**src/rtl/dram_pkg.sv**
```systemverilog
// Shared DDR3 command definitions for the initialisation sequencer.
//   cmd_enc_t  : {ras_n, cas_n, we_n} command encoding
//   CMD_*      : NOP, MRS and ZQCL encodings
//   ZQCL_ADDR  : address used for ZQ calibration long (A10 = 1)
//   mrs_ba()   : bank address for each step of the MRS programming order
package dram_pkg;

    typedef logic [2:0] cmd_enc_t;   // {ras_n, cas_n, we_n}

    localparam cmd_enc_t CMD_NOP  = 3'b111;
    localparam cmd_enc_t CMD_MRS  = 3'b000;
    localparam cmd_enc_t CMD_ZQCL = 3'b110;

    localparam logic [15:0] ZQCL_ADDR = 16'h0400;

    // Programming order is MR2, MR3, MR1, MR0.
    function automatic logic [2:0] mrs_ba(input logic [1:0] idx);
        logic [2:0] ba;
        case (idx)
            2'd0:    ba = 3'd2;
            2'd1:    ba = 3'd3;
            2'd2:    ba = 3'd1;
            default: ba = 3'd0;
        endcase
        return ba;
    endfunction

endpackage

```
**src/rtl/dram_init_seq.sv**
```systemverilog
// DDR3 power-up initialisation sequencer.
// Drives RESET#/CKE timing, programs MR2/MR3/MR1/MR0, issues ZQCL, then
// raises a sticky init_done.
// Ports:
//   divclk        in   command clock, rising edge
//   reset_n       in   asynchronous active-low reset
//   dram_reset_n  out  DDR3 RESET# level
//   cke           out  DDR3 CKE level
//   cmd_valid     out  command present
//   cmd_ready     in   PHY accepts command
//   cmd_ras_n/cmd_cas_n/cmd_we_n out  command encoding (NOP when idle)
//   cmd_ba        out  bank address
//   cmd_addr      out  address / mode register payload
//   init_done     out  initialisation complete, sticky until reset
//   dbg_state     out  current FSM state
// Handshake: while cmd_valid=1 the command fields are held stable; a rising
// edge with cmd_ready=1 is the acceptance and cmd_valid drops the next
// cycle. cmd_ready is ignored while cmd_valid=0.
module dram_init_seq
    import dram_pkg::*;
#(
    parameter int          T_RESET_CYC  = 40000,
    parameter int          T_CKE_CYC    = 100000,
    parameter int          T_XPR_CYC    = 72,
    parameter int          T_MRD_CYC    = 4,
    parameter int          T_MOD_CYC    = 12,
    parameter int          T_ZQINIT_CYC = 512,
    parameter logic [15:0] MR0          = 16'h0D70,
    parameter logic [15:0] MR1          = 16'h0044,
    parameter logic [15:0] MR2          = 16'h0208,
    parameter logic [15:0] MR3          = 16'h0000
) (
    input  logic        divclk,
    input  logic        reset_n,
    output logic        dram_reset_n,
    output logic        cke,
    output logic        cmd_valid,
    input  logic        cmd_ready,
    output logic        cmd_ras_n,
    output logic        cmd_cas_n,
    output logic        cmd_we_n,
    output logic [2:0]  cmd_ba,
    output logic [15:0] cmd_addr,
    output logic        init_done,
    output logic [2:0]  dbg_state
);

    typedef enum logic [2:0] {
        RST_HOLD  = 3'd0,
        CKE_WAIT  = 3'd1,
        XPR_WAIT  = 3'd2,
        MRS_ISSUE = 3'd3,
        MRS_WAIT  = 3'd4,
        ZQ_ISSUE  = 3'd5,
        ZQ_WAIT   = 3'd6,
        DONE      = 3'd7
    } state_t;

    // Counter loads: each wait state lasts exactly (parameter) cycles.
    localparam logic [19:0] LD_RESET = 20'(T_RESET_CYC - 1);
    localparam logic [19:0] LD_CKE   = 20'(T_CKE_CYC - 1);
    localparam logic [19:0] LD_XPR   = 20'(T_XPR_CYC - 1);
    localparam logic [19:0] LD_MRD   = 20'(T_MRD_CYC - 1);
    localparam logic [19:0] LD_MOD   = 20'(T_MOD_CYC - 1);
    localparam logic [19:0] LD_ZQ    = 20'(T_ZQINIT_CYC - 1);

    state_t      state_q, state_d;
    logic [19:0] cnt_q, cnt_d;
    logic [1:0]  idx_q, idx_d;

    logic        dram_reset_n_q, dram_reset_n_d;
    logic        cke_q, cke_d;
    logic        valid_q, valid_d;
    cmd_enc_t    enc_q, enc_d;
    logic [2:0]  ba_q, ba_d;
    logic [15:0] addr_q, addr_d;
    logic        done_q, done_d;

    function automatic logic [15:0] mr_payload(input logic [1:0] idx);
        logic [15:0] v;
        case (idx)
            2'd0:    v = MR2;
            2'd1:    v = MR3;
            2'd2:    v = MR1;
            default: v = MR0;
        endcase
        return v;
    endfunction

    // Next-state logic. The counter is only consumed in wait states, so
    // ISSUE states hold indefinitely without touching it.
    always_comb begin
        state_d = state_q;
        cnt_d   = cnt_q;
        idx_d   = idx_q;
        case (state_q)
            RST_HOLD: begin
                if (cnt_q == 20'd0) begin
                    state_d = CKE_WAIT;
                    cnt_d   = LD_CKE;
                end else begin
                    cnt_d = cnt_q - 20'd1;
                end
            end
            CKE_WAIT: begin
                if (cnt_q == 20'd0) begin
                    state_d = XPR_WAIT;
                    cnt_d   = LD_XPR;
                end else begin
                    cnt_d = cnt_q - 20'd1;
                end
            end
            XPR_WAIT: begin
                if (cnt_q == 20'd0) begin
                    state_d = MRS_ISSUE;
                    idx_d   = 2'd0;
                end else begin
                    cnt_d = cnt_q - 20'd1;
                end
            end
            MRS_ISSUE: begin
                if (cmd_ready) begin
                    state_d = MRS_WAIT;
                    cnt_d   = (idx_q == 2'd3) ? LD_MOD : LD_MRD;
                end
            end
            MRS_WAIT: begin
                if (cnt_q == 20'd0) begin
                    if (idx_q == 2'd3) begin
                        state_d = ZQ_ISSUE;
                    end else begin
                        state_d = MRS_ISSUE;
                        idx_d   = idx_q + 2'd1;
                    end
                end else begin
                    cnt_d = cnt_q - 20'd1;
                end
            end
            ZQ_ISSUE: begin
                if (cmd_ready) begin
                    state_d = ZQ_WAIT;
                    cnt_d   = LD_ZQ;
                end
            end
            ZQ_WAIT: begin
                if (cnt_q == 20'd0) begin
                    state_d = DONE;
                end else begin
                    cnt_d = cnt_q - 20'd1;
                end
            end
            default: state_d = DONE;
        endcase
    end

    // Outputs are decoded from the next state so they land in flops and
    // line up with the state register cycle for cycle.
    always_comb begin
        dram_reset_n_d = (state_d != RST_HOLD);
        cke_d          = (state_d != RST_HOLD) && (state_d != CKE_WAIT);
        valid_d        = 1'b0;
        enc_d          = CMD_NOP;
        ba_d           = 3'd0;
        addr_d         = 16'h0000;
        done_d         = (state_d == DONE);
        if (state_d == MRS_ISSUE) begin
            valid_d = 1'b1;
            enc_d   = CMD_MRS;
            ba_d    = mrs_ba(idx_d);
            addr_d  = mr_payload(idx_d);
        end else if (state_d == ZQ_ISSUE) begin
            valid_d = 1'b1;
            enc_d   = CMD_ZQCL;
            addr_d  = ZQCL_ADDR;
        end
    end

    always_ff @(posedge divclk or negedge reset_n) begin
        if (!reset_n) begin
            state_q        <= RST_HOLD;
            cnt_q          <= LD_RESET;
            idx_q          <= 2'd0;
            dram_reset_n_q <= 1'b0;
            cke_q          <= 1'b0;
            valid_q        <= 1'b0;
            enc_q          <= CMD_NOP;
            ba_q           <= 3'd0;
            addr_q         <= 16'h0000;
            done_q         <= 1'b0;
        end else begin
            state_q        <= state_d;
            cnt_q          <= cnt_d;
            idx_q          <= idx_d;
            dram_reset_n_q <= dram_reset_n_d;
            cke_q          <= cke_d;
            valid_q        <= valid_d;
            enc_q          <= enc_d;
            ba_q           <= ba_d;
            addr_q         <= addr_d;
            done_q         <= done_d;
        end
    end

    assign dram_reset_n = dram_reset_n_q;
    assign cke          = cke_q;
    assign cmd_valid    = valid_q;
    assign cmd_ras_n    = enc_q[2];
    assign cmd_cas_n    = enc_q[1];
    assign cmd_we_n     = enc_q[0];
    assign cmd_ba       = ba_q;
    assign cmd_addr     = addr_q;
    assign init_done    = done_q;
    assign dbg_state    = state_q;

endmodule

```
**config.mk**
```make
export PLATFORM = sky130hd
export DESIGN_NAME = dram_init_seq
export DESIGN_NICKNAME = d
export VERILOG_FILES = /design/src/rtl/dram_pkg.sv /design/src/rtl/dram_init_seq.sv
export SDC_FILE = /design/constraint.sdc
export NUM_CORES = 1
export LEC_CHECK = 0
export BUFFER_PORTS_ARGS = -buffer_cell sky130_fd_sc_hd__buf_2
export CORE_AREA = 2 2 70 72
export CTS_CLUSTER_DIAMETER = 200
export DETAILED_ROUTE_END_ITERATION = 8
export DIE_AREA = 0 0 72 74
export MAX_ROUTING_LAYER = met4
export PLACE_DENSITY = 0.74
export SYNTH_ARGS = -nofsm -noshare
export SYNTH_HDL_FRONTEND = slang
export SYNTH_SLANG_ARGS = --single-unit
```
**constraint.sdc**
```tcl
create_clock -name divclk -period 2.7 [get_ports divclk]
set_input_delay 0.135 -clock divclk [delete_from_list [all_inputs] [get_ports divclk]]
set_output_delay 0.135 -clock divclk [all_outputs]
set_load 0.05 [all_outputs]
```
==> flow_summary.toml, run 1 <==
[route]
num_vias = 1982
met3WireLength_microns = 304
drtAntennaViolNets = 0
drc_errors = 0
via_per_inst = 5.864
drt-initial-drc-count = 167
first_pass_iters = 4
routed-wl-met2_mm = 2.533
topRoutingLayerUsed = "met4"
wl_per_cell_microns = 16.04
m1WireLength_mm = 2.497
drt_wl_total_mm = 5.422

[floorplan]
io_pins = 32
die-width_microns = 72
dieArea_sq_um = 5328
coreArea_sq_um = 4598
num_rows = 25
die_h_microns = 74
start_util_pct = 49.55

[global_routing]
grt-ovfl-total = 0
grt_usage_pct = 21.84
grt_max_degree = 39
antenna_found_initial = 0
grt_pass1_vias = 1778
grt_pass1_wl_mm = 8.832

[cts]
ctsRootBufferMaster = "clkbuf_8"
clockBufferDepth = 2
clock_latency_ns = 0.30
path_clk_slew_ns = 0.08
clock_sinks = 38
cts_tree = "yes"
h-tree-depth = 2
cts_buffers = 5

[placed_design]
dp_hpwl_mm = 3.811
portBuffers = 23
dp_cells = 326
place_congestion = 0.9155

[sta]
fmax_ghz = 0.3829
finalCriticalPeriod_ns = 2.612
post-route-period-util_pct = 96.74
drv_slew = 0
setup_viol = 0
fin_skew_ns = 0.009308
setup_tns_ns = 0
relSlewSlack_pct = 44.38
worstMarginPinSlew_ns = 0.8344
finalHoldViolations = 0

[finish]
area_growth_pct = 15.98
diodes = 0
instances_no_fill = 338
finish.net_count = 291
final_core_util_pct = 57.47
final_layout_size_suffix_gt1_share_pct = 27.82
final_cell_mix = "26 x nor2_1, 26 x dfrtp_1, 23 x buf_2, 19 x a21oi_1, 18 x nand2_1"

[critical_path]
critPathLaunch = "cnt_q[16]"
cp_max_fo = 6
critPathTopFamily = "simple AND/OR/NAND/NOR gates"
r2r_start = "cnt_q[16]"
critical_path_arrival_ns = 2.84
critPathKind = "reg -> reg"
critical_path.max_stage_delay_ns = 0.42
cp-start-kind = "register"
crit_chain = "or3_4 > nand4b_1 > nor3_4 > a21oi_2 > a311oi_2 > ha_2 > nand2b_1 > nand2_1 > a21oi_1"
critPathRequiredTime_ns = 2.93
crit_buf_inv = 0
crit_slowest_cell = "dfrtp_1"
end_kind = "register"

[synthesis]
syn_inst = 254
synth.avg_cell_area_sq_um = 8.970
yosysWarningCount = 0
synth_edf_count = 0
ys.flop_type = "dfrtp_1"
ys_seq_elements = 38
async_reset_ff_share_pct = 100.0
ys_types = 51
synth.cell_area_sq_um = 2278
ys_seq_area_share_pct = 42.39

[pwr]
fin_total_pwr_w = 0.002606
peakVddDrop_v = 0.0003611
p_per_area_nw_per_um2 = 986.0
leakage_nw = 1.145

[hold_path]
min_from = "cmd_ready"
min_path_type = "in -> reg"

[run]
cap_violations = 0

[status]
status = "complete, no violations"
through the flow:
stage,hold WS (ns),worst slack (ns),instance area [sq um]
floorplan,-0.1606,0.2419,2305
global placement,0.2657,0.2143,2426
detailed placement,0.2892,0.1117,2426
CTS,0.2011,0.07044,2579
global route,0.2488,-0.06038,2643
finish,0.2207,0.08814,2643
worst min-delay path: stages:
cell	delay (ns)
buf_2	0.14
nand2b_1	0.14
a21oi_1	0.07
kinds of logic after synthesis:
logic type	after synthesis	share of synthesized area, %
AOI/OAI and AO/OA	74	22.02
xor gates and xnor gates	8	3.075
adders and majority gates	5	2.746
buffers and inverters	35	8.621
DFF	38	42.39
muxes	1	0.4942
other	1	0.1646
and+or+nand+nor	92	20.48
synth_stat cells (2+ instances only):
master	n	area [sq um]
a311oi_1	3	26.28
nor3_1	7	35.03
o21ai_0	14	70.07
a22oi_1	2	15.01
clkbuf_1	8	30.03
xnor2_1	8	70.07
nand2b_1	3	18.77
buf_4	15	112.6
a32oi_1	2	17.52
a2bb2oi_1	2	17.52
dfrtp_1	26	650.6
o22a_1	3	26.28
or4_4	2	22.52
o221ai_1	2	17.52
or3_1	2	12.51
a31oi_1	5	31.28
a21oi_1	21	105.1
a211oi_1	5	37.54
inv_1	9	33.78
nor2b_1	6	37.54
nand3_1	8	40.04
nand2_1	19	71.32
nor2_1	26	97.59
or2_2	3	18.77
nor4_1	3	18.77
and3_1	4	25.02
o22ai_1	4	25.02
and2_1	4	25.02
ha_1	5	62.56
dfstp_2	12	315.3
per-layer routing:
layer,up-vias,track usage [%]
li1,947,-
met1,940,31.00
met2,83,32.30
met3,12,3.659
met4,0,6.499
met5,-,-
where the power goes:
part           switching (W)  internal (W)  leakage [nW]
clock               0.000206      0.000394        0.0714
sequential          0.000158      0.000748         0.461
combinational       0.000716      0.000383         0.613
total                0.00108       0.00153          1.15
area by class of cell:
class | instances | area [sq um]
tap | 54 | 67.56
clock inverter | 2 | 60.06
inverter | 10 | 37.54
multi-input combinational | 188 | 1184
clock buffer | 6 | 82.58
timing repair buffer | 40 | 245.2
sequential | 38 | 965.9
fill | 384 | 1956
flip-flops by register name, summed over array words and instances, names as in the netlist, 2 cells and up:
register and flops:
cmd_addr 5, cmd_ba 2, cnt_q 20, dbg_state 3, enc_q 2, idx_q 2
what timing repair did:
item / 4_1_cts / 5_1_grt
setup buffers: 0 / 3
endpoints found under the setup margin: 0 / 1
endpoints found under the hold margin: 26 / 0
resized for setup: 0 / 9
hold buffers: 1 / 0
worst paths after layout:
kind                                     end  slack (ns)  depth (start not counted)
worst max-delay path            cmd_addr[10]        0.09                          9
worst min-delay path            cmd_addr[10]        0.22                          3
worst max register to register  cmd_addr[10]        0.09                          9
worst min register to register      cnt_q[4]        0.51                          2
max in group asynchronous       dbg_state[2]        1.68                          2
min in group asynchronous        cmd_addr[2]        0.47                          2
Power figures use the tool's default switching activity.
==> run 2, diff against run 1 <==
Settings changed: ABC_AREA set to 1, CORE_AREA 2 2 70 72 to 2 2 71 73, DIE_AREA 0 0 72 74 to 0 0 73 75, PLACE_DENSITY 0.74 to 0.75, SKIP_LAST_GASP set to 1.
==> run 2 against run 1 <==
  * Worst hold slack gained 0.14 ns
  * Die area rose by 2.8%
  * Register-to-register slack improved by 0.54 ns
  * Clock-buffer cell count increased by 1
  * Sequential power is 7.0% higher
  * Setup slack improved by 0.54 ns
  * Critical endpoint unchanged
  * Largest cell class unchanged
==> flow_summary.toml, run 2 <==
[floorplan]
io_pins = 32
dieArea_sq_um = 5475
die_h_microns = 75
start_util_pct = 51.36
die-width_microns = 73
coreArea_sq_um = 4661
num_rows = 25

[synthesis]
ys.flop_type = "dfrtp_1"
synthMostInstantiatedCell = "nand2_1"
synth_edf_count = 0
yosysWarningCount = 0
async_reset_ff_share_pct = 100.0
yosys.area.top_type = "dfrtp_1"
ys_types = 36
ys_seq_area_share_pct = 40.36
synth.avg_cell_area_sq_um = 7.874
syn_inst = 304
ys_seq_elements = 38
synthTopCellsByArea = "dfrtp_1 27%, dfstp_2 13%, nand2_1 10%, nor2_1 7.1%, inv_1 4.4%"
synth.cell_area_sq_um = 2394
synth_top_area_share_pct = 27.18
ys_top_cells_by_count = "64 x nand2_1, 45 x nor2_1, 28 x inv_1, 26 x dfrtp_1, 13 x buf_4"

[critical_path]
end_kind = "register"
cp_max_fo = 5
critical_path_arrival_ns = 2.25
r2r_setup_slack_ns = 0.63
cp-start-kind = "register"
critPathKind = "reg -> reg"
critPathRequiredTime_ns = 2.88

[placed_design]
portBuffers = 23
place_congestion = 0.8711
dp_hpwl_mm = 3.715

[finish]
mostFrequentLayoutCell = "nand2_1"
regMostFlops = "cnt_q"
multi_input_area_sq_um = 1187
finish.net_count = 336
fillCellCount = 440
largest_reg_flops = 20
final_layout_size_suffix_gt1_share_pct = 24.70
diodes = 0
regArea_sq_um = 965.9
area_growth_pct = 7.632
final_cell_mix = "64 x nand2_1, 45 x nor2_1, 28 x inv_1, 26 x dfrtp_1, 23 x buf_2"

[pwr]
fin_total_pwr_w = 0.002882
peakVddDrop_v = 0.0003512
leakage_nw = 1.323
p_per_area_nw_per_um2 = 1119

[route]
wl_per_cell_microns = 12.87
first_pass_iters = 4
drt-initial-drc-count = 107
drtAntennaViolNets = 0
drc_errors = 0
drt_wl_total_mm = 4.915
topRoutingLayerUsed = "met4"
routed-wl-met2_mm = 2.357
num_vias = 1912
via_per_inst = 5.005
m1WireLength_mm = 2.249
met3WireLength_microns = 234

[cts]
cts_buffers = 5
h-tree-depth = 2
postCtsSetupBuffers = 0
cts_tree = "yes"
ctsRootBufferMaster = "clkbuf_8"
clock_latency_ns = 0.29
path_clk_slew_ns = 0.07
postCtsResizedCells = 0
clock_sinks = 38
clockBufferDepth = 2

[sta]
finalHoldViolations = 0
relSlewSlack_pct = 44.55
rsz0062_at_grt = "false"
worstMarginPinSlew_ns = 0.8318
setup_viol = 0
post-route-period-util_pct = 76.71
setup_tns_ns = 0
fin_skew_ns = 0.006270
drv_slew = 0
fmax_ghz = 0.4828
finalCriticalPeriod_ns = 2.071

[status]
status = "complete, no violations"

[global_routing]
grt-ovfl-total = 0
grt_max_degree = 39
grt_pass1_vias = 1766
grt_usage_pct = 20.25
grt_pass1_wl_mm = 8.155
antenna_found_initial = 0

[hold_path]
min_path_type = "in -> reg"

[run]
cap_violations = 0
run 2: per-stage QoR:
stage	area, sq um	utilization, %	worst slack, ns	cells	hold WS, ns
floorplan	2420	-	0.7255	311	-0.1606
global placement	2490	53.42	0.6876	374	0.2738
detailed placement	2490	53.42	0.6267	374	0.2843
CTS	2576	55.28	0.6026	382	0.3576
global route	2576	55.28	0.4477	382	0.4087
finish	2576	55.28	0.6288	382	0.3626
run 2: layout make-up:
class / instances / share of cell area [%]
Inverter: 39 / 5.682
Clock buffer: 7 / 2.963
Sequential cell: 38 / 37.49
Timing Repair Buffer: 25 / 5.148
Tap cell: 54 / 2.623
Multi-Input combinational cell: 219 / 46.09
run 2: layer usage:
layer	vias to the layer above	GRT usage, %
met1	871	26.58
li1	988	-
met4	0	6.790
met5	-	-
met2	47	31.13
met3	6	4.418
run 2: worst paths after layout:
path,cells past startpoint,end,start
max,12,cmd_addr[10],cnt_q[0]
min,4,dbg_state[1],cmd_ready
max reg2reg,12,cmd_addr[10],cnt_q[0]
min reg2reg,2,cnt_q[10],cnt_q[10]
max in group asynchronous,2,cmd_ba[0],reset_n
min in group asynchronous,2,cnt_q[14],reset_n
run 2: cells by family (layout without fill, tap and decap cells):
logic type      Yosys count  in the layout  synth area share, %
other cells               1              8               0.1567
simple gates            157            157                31.52
fa+ha+maj                 5              5                2.614
xor+xnor                 13             13                4.757
flops                    38             38                40.36
buf+inv                  54             71                11.13
compound gates           36             36                9.462
run 2: power by group:
group / internal [W] / switching (W)
registers: 0.000791 / 0.000178
clock network: 0.000178 / 0.000188
logic: 0.000483 / 0.00106
run 2: critical path: stages (launching register included):
cell and delay (ns):
dfstp_2 0.37, inv_1 0.10, ha_1 0.15, nand2_1 0.06, nor2_2 0.25, nand3_4 0.16
nor3_2 0.17, o21ai_1 0.11, nand2_1 0.14, inv_2 0.07, ha_1 0.22, nand4_1 0.10
nand2_1 0.06
run 2: timing repair:
| action | in CTS | in global routing |
|---|---|---|
| endpoints found under the hold margin | 26 | 0 |
| hold buffers | 1 | 0 |
| endpoints found under the setup margin | 0 | 0 |
==> run 3, diff against run 2 <==
Settings changed: CORE_AREA 2 2 71 73 to 2 2 68 70, DIE_AREA 0 0 73 75 to 0 0 70 72, PLACE_DENSITY 0.75 to 0.78.
Clock period 2.7 ns to 1.95 ns, I/O delays scaled along.
==> run 3 against run 2 <==
  * Fmax up 7.1%
  * First-iteration DRC count up 64%
  * Critical path depth shrank 1
  * Largest cell class unchanged
  * Setup slack lost 0.61 ns
  * Core utilization grew 12 points
  * Die area is 7.9% lower
  * Cell count grew 5.8%
  * Total power rose by 56%
  * Sequential power rose by 37%
==> flow_summary.toml, run 3 (synthesis results as in run 2) <==
[cts]
clock_sinks = 38
h-tree-depth = 2
clock_latency_ns = 0.30
cts_buffers = 5
path_clk_slew_ns = 0.08
cts_tree = "yes"
ctsRootBufferMaster = "clkbuf_8"
clockBufferDepth = 2

[global_routing]
antenna_found_initial = 0
grt-ovfl-total = 0
grt_usage_pct = 22.11
grt_pass1_vias = 1831
grt_max_degree = 39
grt_pass1_wl_mm = 8.438

[sta]
rsz0062_at_grt = "true"
drv_slew = 0
finalCriticalPeriod_ns = 1.934
setup_viol = 0
finalHoldViolations = 0
fmax_ghz = 0.5171
setup_tns_ns = 0
fin_skew_ns = 0.01162
post-route-period-util_pct = 99.18
fin_hold_ws_ns = 0.3497

[route]
drtAntennaViolNets = 0
drt-initial-drc-count = 176
first_pass_iters = 4
drc_errors = 0
wl_per_cell_microns = 13.41
num_vias = 2067
drt_wl_total_mm = 5.416
via_per_inst = 5.116

[finish]
finish.net_count = 359
fillCellCount = 344
diodes = 0
instances_no_fill = 404
regMostFlops = "cnt_q"
mostFrequentLayoutCell = "nand2_1"
multi_input_area_sq_um = 1290
final_layout_size_suffix_gt1_share_pct = 36.93
area_growth_pct = 20.07
final_cell_mix = "57 x nand2_1, 38 x nor2_1, 25 x inv_1"
regArea_sq_um = 969.7
largest_reg_flops = 20

[critical_path]
critPathRequiredTime_ns = 2.18
end_kind = "register"
rr_worst_depth = 11
critPathKind = "reg -> reg"
cp-start-kind = "register"
cp_max_fo = 4
critical_path_arrival_ns = 2.17

[floorplan]
num_rows = 24
die-width_microns = 70
io_pins = 32
start_util_pct = 56.13
coreArea_sq_um = 4264
die_h_microns = 72
dieArea_sq_um = 5040

[hold_path]
min_path_type = "in -> reg"
hold_depth = 4

[run]
cap_violations = 0

[placed_design]
place_congestion = 0.9785
dp_cells = 388
dp_hpwl_mm = 3.835
portBuffers = 23

[status]
status = "complete, no violations"

[pwr]
p_per_area_nw_per_um2 = 1562
leakage_nw = 1.447
fin_total_pwr_w = 0.004488
peakVddDrop_v = 0.0008097
run 3: changes by cell type in the layout (fill, tap and decap cells not counted), sizes merged:
cell,previous run,this run
clkbuf,7,6
clkinv,0,2
buf,24,47
run 3: final timing paths:
kind                           start            to  slack (ns)
min                        cmd_ready  dbg_state[1]        0.35
min in group asynchronous    reset_n     cnt_q[19]        0.38
min reg2reg                cnt_q[12]     cnt_q[12]        0.50
max in group asynchronous    reset_n      cnt_q[4]        1.20
max                        cnt_q[14]     cmd_ba[0]        0.02
max reg2reg                cnt_q[14]     cmd_ba[0]        0.02
run 3: where the power goes:
part           internal (W)  total, W  switching, W
clock network      0.000248  0.000530      0.000282
logic              0.000949   0.00263       0.00168
registers           0.00110   0.00133      0.000228
total               0.00230   0.00449       0.00219
run 3: layout make-up:
| class | instances | share of cell area (%) |
|---|---|---|
| Inverter | 39 | 5.181 |
| Clock buffer | 6 | 2.525 |
| Timing Repair Buffer | 48 | 11.06 |
| Multi-Input combinational cell | 219 | 44.88 |
| Tap cell | 52 | 2.264 |
| Clock inverter | 2 | 0.3483 |
| Sequential cell | 38 | 33.74 |
run 3: metal layers:
layer / track usage (%) / wire [microns]
met5: - / 0
met4: 8.333 / 110
met1: 29.19 / 2405
met3: 5.278 / 268
met2: 33.44 / 2633
run 3: critical path, cell delays in order, from the launching register on:
cell and delay (ns):
dfrtp_1 0.41, nor2_2 0.16, nand2_1 0.10, nor2_4 0.18, nand3_4 0.09, o21bai_1 0.21, nand2_2 0.10, nor2_4 0.18
inv_2 0.07, ha_4 0.26, inv_2 0.03, nor2_1 0.08
run 3: through the flow:
step | instance area, sq um | setup WS (ns) | utilization [%]
final | 2874 | 0.01599 | 67.40
after global routing | 2874 | -0.1303 | 67.40
after global placement | 2623 | 0.06854 | 61.50
after detailed placement | 2623 | -0.007370 | 61.50
after CTS | 2723 | -0.01068 | 63.85
after floorplan | 2422 | 0.04587 | -
run 3: what timing repair did:
item                                    CTS  global route
buffers inserted                          0             7
endpoints found under the hold margin    26             0
pin swaps                                 0            16
gates resized for setup                   2            29
hold buffers                              1             0
endpoints found under the setup margin    2            14
